==> config.mk <==
export PLATFORM = sky130hd
export DESIGN_NAME = debug_send_scheduler
export DESIGN_NICKNAME = d
export VERILOG_FILES = /design/src/rtl/debug_send_scheduler.sv
export SDC_FILE = /design/constraint.sdc
export NUM_CORES = 1
export LEC_CHECK = 0
export BUFFER_PORTS_ARGS = -buffer_cell sky130_fd_sc_hd__buf_2
export CORE_MARGIN = 4
export CORE_UTILIZATION = 35
export DETAILED_ROUTE_END_ITERATION = 6
export MAX_ROUTING_LAYER = met4
export PLACE_DENSITY = 0.59
export SKIP_LAST_GASP = 1
export SLEW_MARGIN = 20
export SYNTH_ARGS = -nofsm -noshare
export SYNTH_HDL_FRONTEND = slang
export SYNTH_SLANG_ARGS = --single-unit
==> constraint.sdc <==
create_clock -name in_clk -period 4.7 [get_ports in_clk]
set_input_delay 0.705 -clock in_clk [delete_from_list [all_inputs] [get_ports in_clk]]
set_output_delay 0.705 -clock in_clk [all_outputs]
set_load 0.1 [all_outputs]
==> src/rtl/debug_send_scheduler.sv <==
// Round-robin scheduler sharing one debug serial sender between NUM_REQ
// requesters. Tags each word with the requester index and sequences the
// sender's store/busy handshake: one store, wait for accept, wait for drain.
module debug_send_scheduler #(
  parameter int unsigned NUM_REQ        = 4,
  parameter int unsigned DATA_W         = 40,
  parameter int unsigned ID_W           = 3,
  parameter int unsigned ACCEPT_TIMEOUT = 255
) (
  input  logic                      in_clk,
  input  logic                      reset_n,
  input  logic [NUM_REQ-1:0]        req,
  input  logic [NUM_REQ*DATA_W-1:0] req_data,
  output logic [NUM_REQ-1:0]        ack,
  output logic                      store,
  output logic [DATA_W-1:0]         data_out,
  input  logic                      sender_busy,
  input  logic                      clr_err,
  output logic                      timeout_err,
  output logic [15:0]               sent_count,
  output logic                      active
);

  localparam int unsigned PTR_W = (NUM_REQ > 1) ? $clog2(NUM_REQ) : 1;
  localparam int unsigned IW    = PTR_W + 1;
  localparam int unsigned CNT_W = 8;
  localparam int unsigned PAY_W = DATA_W - ID_W;

  localparam logic [1:0] S_IDLE        = 2'd0;
  localparam logic [1:0] S_ISSUE       = 2'd1;
  localparam logic [1:0] S_WAIT_ACCEPT = 2'd2;
  localparam logic [1:0] S_WAIT_DRAIN  = 2'd3;

  localparam logic [CNT_W-1:0] TIMEOUT   = CNT_W'(ACCEPT_TIMEOUT);
  localparam logic [15:0]      COUNT_MAX = 16'hFFFF;
  localparam logic [PTR_W-1:0] LAST_IDX  = PTR_W'(NUM_REQ - 1);

  logic [1:0]         state, state_next;
  logic [PTR_W-1:0]   ptr, ptr_next;
  logic [PTR_W-1:0]   grant, grant_next;
  logic [CNT_W-1:0]   wait_cnt, wait_cnt_next;
  logic [NUM_REQ-1:0] ack_next;
  logic               store_next;
  logic [DATA_W-1:0]  data_next;
  logic               err_next;
  logic [15:0]        count_next;

  logic [DATA_W-1:0]  data_arr [NUM_REQ];
  logic               found_c;
  logic [PTR_W-1:0]   pick_c;
  logic [DATA_W-1:0]  pick_data_c;
  logic [IW-1:0]      idx_c;

  // Unflatten the requester payload bus
  for (genvar i = 0; i < NUM_REQ; i++) begin : g_slice
    assign data_arr[i] = req_data[i*DATA_W +: DATA_W];
  end

  // First requesting index at or after the pointer, wrapping modulo NUM_REQ
  always_comb begin
    found_c     = 1'b0;
    pick_c      = '0;
    pick_data_c = '0;
    idx_c       = '0;
    for (int unsigned k = 0; k < NUM_REQ; k++) begin
      idx_c = {1'b0, ptr} + IW'(k);
      if (idx_c >= IW'(NUM_REQ)) begin
        idx_c = idx_c - IW'(NUM_REQ);
      end
      if (!found_c && req[idx_c[PTR_W-1:0]]) begin
        found_c     = 1'b1;
        pick_c      = idx_c[PTR_W-1:0];
        pick_data_c = data_arr[idx_c[PTR_W-1:0]];
      end
    end
  end

  // Next-state and next-output logic
  always_comb begin
    state_next    = state;
    ptr_next      = ptr;
    grant_next    = grant;
    wait_cnt_next = wait_cnt;
    ack_next      = '0;
    store_next    = 1'b0;
    data_next     = data_out;
    count_next    = sent_count;
    err_next      = clr_err ? 1'b0 : timeout_err;

    case (state)
      S_IDLE: begin
        if (found_c && !sender_busy) begin
          state_next       = S_ISSUE;
          grant_next       = pick_c;
          ack_next[pick_c] = 1'b1;
          store_next       = 1'b1;
          data_next        = {ID_W'(pick_c), pick_data_c[PAY_W-1:0]};
        end
      end
      S_ISSUE: begin
        ptr_next      = (grant == LAST_IDX) ? '0 : grant + PTR_W'(1);
        wait_cnt_next = '0;
        state_next    = S_WAIT_ACCEPT;
      end
      S_WAIT_ACCEPT: begin
        if (sender_busy) begin
          if (sent_count != COUNT_MAX) begin
            count_next = sent_count + 16'd1;
          end
          state_next = S_WAIT_DRAIN;
        end else begin
          wait_cnt_next = wait_cnt + CNT_W'(1);
          if (wait_cnt_next == TIMEOUT) begin
            err_next   = 1'b1;
            state_next = S_IDLE;
          end
        end
      end
      S_WAIT_DRAIN: begin
        if (!sender_busy) begin
          state_next = S_IDLE;
        end
      end
      default: state_next = S_IDLE;
    endcase
  end

  // State register; active mirrors the registered state
  always_ff @(posedge in_clk or negedge reset_n) begin
    if (!reset_n) begin
      state  <= S_IDLE;
      active <= 1'b0;
    end else begin
      state  <= state_next;
      active <= (state_next != S_IDLE);
    end
  end

  // Datapath and output registers
  always_ff @(posedge in_clk or negedge reset_n) begin
    if (!reset_n) begin
      ptr         <= '0;
      grant       <= '0;
      wait_cnt    <= '0;
      ack         <= '0;
      store       <= 1'b0;
      data_out    <= '0;
      timeout_err <= 1'b0;
      sent_count  <= '0;
    end else begin
      ptr         <= ptr_next;
      grant       <= grant_next;
      wait_cnt    <= wait_cnt_next;
      ack         <= ack_next;
      store       <= store_next;
      data_out    <= data_next;
      timeout_err <= err_next;
      sent_count  <= count_next;
    end
  end

endmodule
==> impl_metrics.prom <==
# TYPE chip_impl_metric gauge
chip_impl_metric{name="warning_count_from_the_yosys_run",unit=""} 0
chip_impl_metric{name="finalWorstPathRequiredPeriod",unit="ns"} 3.14
chip_impl_metric{name="clock_sinks",unit=""} 74
chip_impl_metric{name="grt_start_max_net_pins",unit=""} 75
chip_impl_metric{name="final_net_count",unit=""} 970
chip_impl_metric{name="hold_violations",unit=""} 0
chip_impl_metric{name="totalWireLength",unit="mm"} 19.8
chip_impl_info{name="path_class",value="flop to flop"} 1
chip_impl_info{name="crit_slowest_cell",value="sky130_fd_sc_hd__dfrtp_4"} 1
chip_impl_info{name="post_synth_main_area_contributors",value="sky130_fd_sc_hd__dfrtp_1 (28%), sky130_fd_sc_hd__mux2i_1 (22%), sky130_fd_sc_hd__mux4_2 (12%), sky130_fd_sc_hd__o32a_1 (5.5%), sky130_fd_sc_hd__o221ai_1 (4.8%)"} 1
chip_impl_metric{name="cts_resized",unit=""} 0
chip_impl_metric{name="dr_total_vias",unit=""} 5971
chip_impl_metric{name="power_per_unit_of_standard_cell_area",unit="nW/µm²"} 704
chip_impl_metric{name="average_cell_area_after_synthesis",unit="µm²"} 10.9
chip_impl_metric{name="first_pass_grt_wire_length",unit="mm"} 31.9
chip_impl_metric{name="io-pin-count",unit=""} 231
chip_impl_metric{name="tightest_slew",unit="ns"} 1.08
chip_impl_info{name="status",value="finished, final reports clean"} 1
chip_impl_metric{name="cell_area_after_synthesis",unit="µm²"} 6700
chip_impl_metric{name="yosysUniqueCellTypes",unit=""} 50
chip_impl_metric{name="cts.repair_timing.setup_buffer_count",unit=""} 0
chip_impl_metric{name="crit_path_max_incr_delay",unit="ns"} 1.06
chip_impl_info{name="cts_tree",value="built"} 1
chip_impl_metric{name="route.detailed.drc",unit=""} 0
chip_impl_info{name="synthMostInstantiatedCell",value="sky130_fd_sc_hd__mux2i_1"} 1
chip_impl_metric{name="ant_nets",unit=""} 0
chip_impl_info{name="cts-root-buf",value="sky130_fd_sc_hd__clkbuf_16"} 1
chip_impl_metric{name="htree_levels",unit=""} 3
chip_impl_metric{name="detailedRoute.firstPassIterationCount",unit=""} 4
chip_impl_metric{name="worst_ep_arrival_time",unit="ns"} 3.36
chip_impl_metric{name="dpl.hpwl",unit="mm"} 13.7
chip_impl_metric{name="placement_rows",unit=""} 50
chip_impl_metric{name="postSynth.asyncResetShare",unit="%"} 100
chip_impl_metric{name="width_of_the_die",unit="µm"} 146
chip_impl_metric{name="coreArea",unit="µm²"} 18800
chip_impl_metric{name="fin_setup_tns",unit="ns"} 0
chip_impl_metric{name="track_usage",unit="%"} 18.6
chip_impl_info{name="critical_path.endpoint_type",value="flop"} 1
chip_impl_info{name="synth-main-ff-cell",value="sky130_fd_sc_hd__dfrtp_1"} 1
chip_impl_metric{name="drv.max_cap_violation_count",unit=""} 0
chip_impl_metric{name="grt_overflow",unit=""} 0
chip_impl_metric{name="hold_buffers",unit=""} 0
chip_impl_metric{name="fmax",unit="MHz"} 319
chip_impl_metric{name="clock_insertion_delay_at_the_later_pin_of_the_skew_report",unit="ns"} 0.34
chip_impl_metric{name="post_synth_inst_count",unit=""} 615
chip_impl_metric{name="final_std_cell_area_no_fill",unit="µm²"} 8180
chip_impl_metric{name="per_cell_via_count_in_the_routed_design",unit=""} 5.75
chip_impl_metric{name="routed_wire_length_per_instance",unit="µm"} 19.1
chip_impl_metric{name="synth_edf_count",unit=""} 0
chip_impl_metric{name="skew",unit="ns"} 0.00924
chip_impl_metric{name="post_dp_cell_area",unit="µm²"} 7890
chip_impl_metric{name="chipHeight",unit="µm"} 146
chip_impl_metric{name="ys_seq_area_share",unit="%"} 27.6
chip_impl_metric{name="critPathRequiredTime",unit="ns"} 4.92
chip_impl_metric{name="layout-drive-gt1-share",unit="%"} 40.5
chip_impl_info{name="crit_chain",value="o21ai_0 -> a32oi_4 -> buf_4 -> o22ai_1 -> o32a_1"} 1
chip_impl_metric{name="path_clk_slew",unit="ns"} 0.07
chip_impl_metric{name="cts_made_buffers",unit=""} 9
chip_impl_info{name="hold_path_class",value="primary input to asynchronous set/reset pin"} 1
chip_impl_metric{name="setup_viol_count_final",unit=""} 0
chip_impl_metric{name="gp_routability_congestion",unit=""} 0.779
chip_impl_metric{name="fin_crit_sh",unit="%"} 66.8
chip_impl_metric{name="vdd.ir_drop.worst",unit="mV"} 0.631
chip_impl_metric{name="worst_slack_after_detailed_placement",unit="ns"} 1.48
chip_impl_info{name="setup_repair_after_global_routing_missed_its_margin",value="no"} 1
chip_impl_metric{name="number_of_synthesized_register_bits",unit=""} 74
chip_impl_metric{name="first_global_vias",unit=""} 6165
chip_impl_info{name="timing.critical_path.from_type",value="flop"} 1
chip_impl_metric{name="postLayoutSetupSlackWorst",unit="ns"} 1.56
chip_impl_info{name="post-synth-top-area-cell",value="sky130_fd_sc_hd__dfrtp_1"} 1
chip_impl_metric{name="floorplan.die_area",unit="µm²"} 21400
chip_impl_metric{name="syn_nets",unit=""} 787
chip_impl_metric{name="synth_top_cell_area_share",unit="%"} 27.6
chip_impl_metric{name="cp_max_fo",unit=""} 65
chip_impl_metric{name="total_leakage_power",unit="µW"} 0.00351
chip_impl_metric{name="slew_headroom",unit="%"} 28.2
chip_impl_metric{name="cts-root-to-sink-buffers",unit=""} 2
chip_impl_metric{name="grt_antenna_before_repair",unit=""} 1
chip_impl_info{name="synth.cells.most_frequent",value="sky130_fd_sc_hd__mux2i_1 (149), sky130_fd_sc_hd__dfrtp_1 (74), sky130_fd_sc_hd__o22ai_1 (39)"} 1
chip_impl_metric{name="area.growth.synth_to_final",unit="%"} 22.1
chip_impl_metric{name="finalMaxSlewViolations",unit=""} 0
chip_impl_metric{name="drt_iter0_drc",unit=""} 262
chip_impl_metric{name="start_util",unit="%"} 35.7
chip_impl_metric{name="number_of_input_and_output_port_buffers_inserted",unit=""} 217
-- cell families (layout without fill, tap and decap cells) --
group	Yosys count	after routing	share of synthesized area, %
other	1	2	0.0560
adder cells (fa/ha/maj)	4	4	0.747
AND/OR/NAND/NOR	122	122	11.4
XOR/XNOR	18	18	2.35
buffers and inverters	63	251	4.89
flip-flops	74	74	27.6
AO/OA/AOI/OAI	145	145	17.9
multiplexers	188	188	35.0
-- per-layer routing --
metal  routed length [µm]  GRT usage [%]  up-vias
li1                     -              -     2839
met1                 8980           24.5     2937
met2                 9350           29.3      175
met3                 1210           4.31       20
met4                  255           4.23        0
met5                    0              -        -
-- registers in the layout, summed over array words and instances (netlist names) --
register,cells
ack,4
active,1
data_out,37
grant,2
ptr,2
sent_count,16
state,2
store,1
timeout_err,1
wait_cnt,8
-- worst paths after layout --
| kind | depth (start not counted) | start | slack [ns] | end |
|---|---|---|---|---|
| max in group asynchronous | 1 | reset_n | 3.75 | ptr[0] |
| min in group in_clk | 1 | data_out[34] | 0.49 | data_out[34] |
| min | 1 | reset_n | 0.40 | wait_cnt[0] |
| max reg2reg | 5 | ptr[1] | 1.56 | data_out[20] |
| min reg2reg | 1 | data_out[34] | 0.49 | data_out[34] |
| max | 5 | ptr[1] | 1.56 | data_out[20] |
-- placed cells by master (no fill, tap or decap), types with 6 or more instances in the layout --
master,instances
sky130_fd_sc_hd__buf_2,216
sky130_fd_sc_hd__buf_4,12
sky130_fd_sc_hd__clkbuf_16,9
sky130_fd_sc_hd__dfrtp_1,72
sky130_fd_sc_hd__mux2i_1,149
sky130_fd_sc_hd__mux4_2,37
sky130_fd_sc_hd__nand2_1,19
sky130_fd_sc_hd__nand3_1,6
sky130_fd_sc_hd__nand4_1,11
sky130_fd_sc_hd__nor2_1,20
sky130_fd_sc_hd__nor2b_1,10
sky130_fd_sc_hd__nor2b_2,30
sky130_fd_sc_hd__o21ai_0,14
sky130_fd_sc_hd__o221ai_1,37
sky130_fd_sc_hd__o22ai_1,39
sky130_fd_sc_hd__o32a_1,37
sky130_fd_sc_hd__xnor2_1,13
-- power breakdown --
part,switching [µW],internal [µW],total (µW)
logic,2530,1290,3820
clock network,295,363,658
registers,411,868,1280
total,3240,2520,5760
-- stage by stage --
| stage | std cells | power (µW) | hold slack [ns] | util [%] |
|---|---|---|---|---|
| 2_1_floorplan | 615 | 4410 | 0.409 | - |
| 3_3_place_gp | 1021 | 5100 | 0.478 | 42.0 |
| 3_5_place_dp | 1021 | 5130 | 0.481 | 42.0 |
| 4_1_cts | 1037 | 5820 | 0.498 | 43.5 |
| 5_1_grt | 1038 | 6080 | 0.453 | 43.6 |
| 6_report | 1038 | 5760 | 0.398 | 43.6 |
-- worst max-delay path, delay by kind of cell, from the launching register on --
family | cells | cell delay, ns
buf+inv | 1 | 0.39
flops | 1 | 1.06
compound gates | 4 | 1.56
-- final cells by class --
cell class                 instances  area, µm²
antenna                            1       2.50
clock buffer                      10        229
clock inverter                     6       50.0
fill                            1862      10600
inverter                           6       22.5
multi-input combinational        478       4540
sequential                        74       1860
tap                              234        293
timing repair buffer             229       1180
No activity file was read; power rests on OpenSTA's default activity.
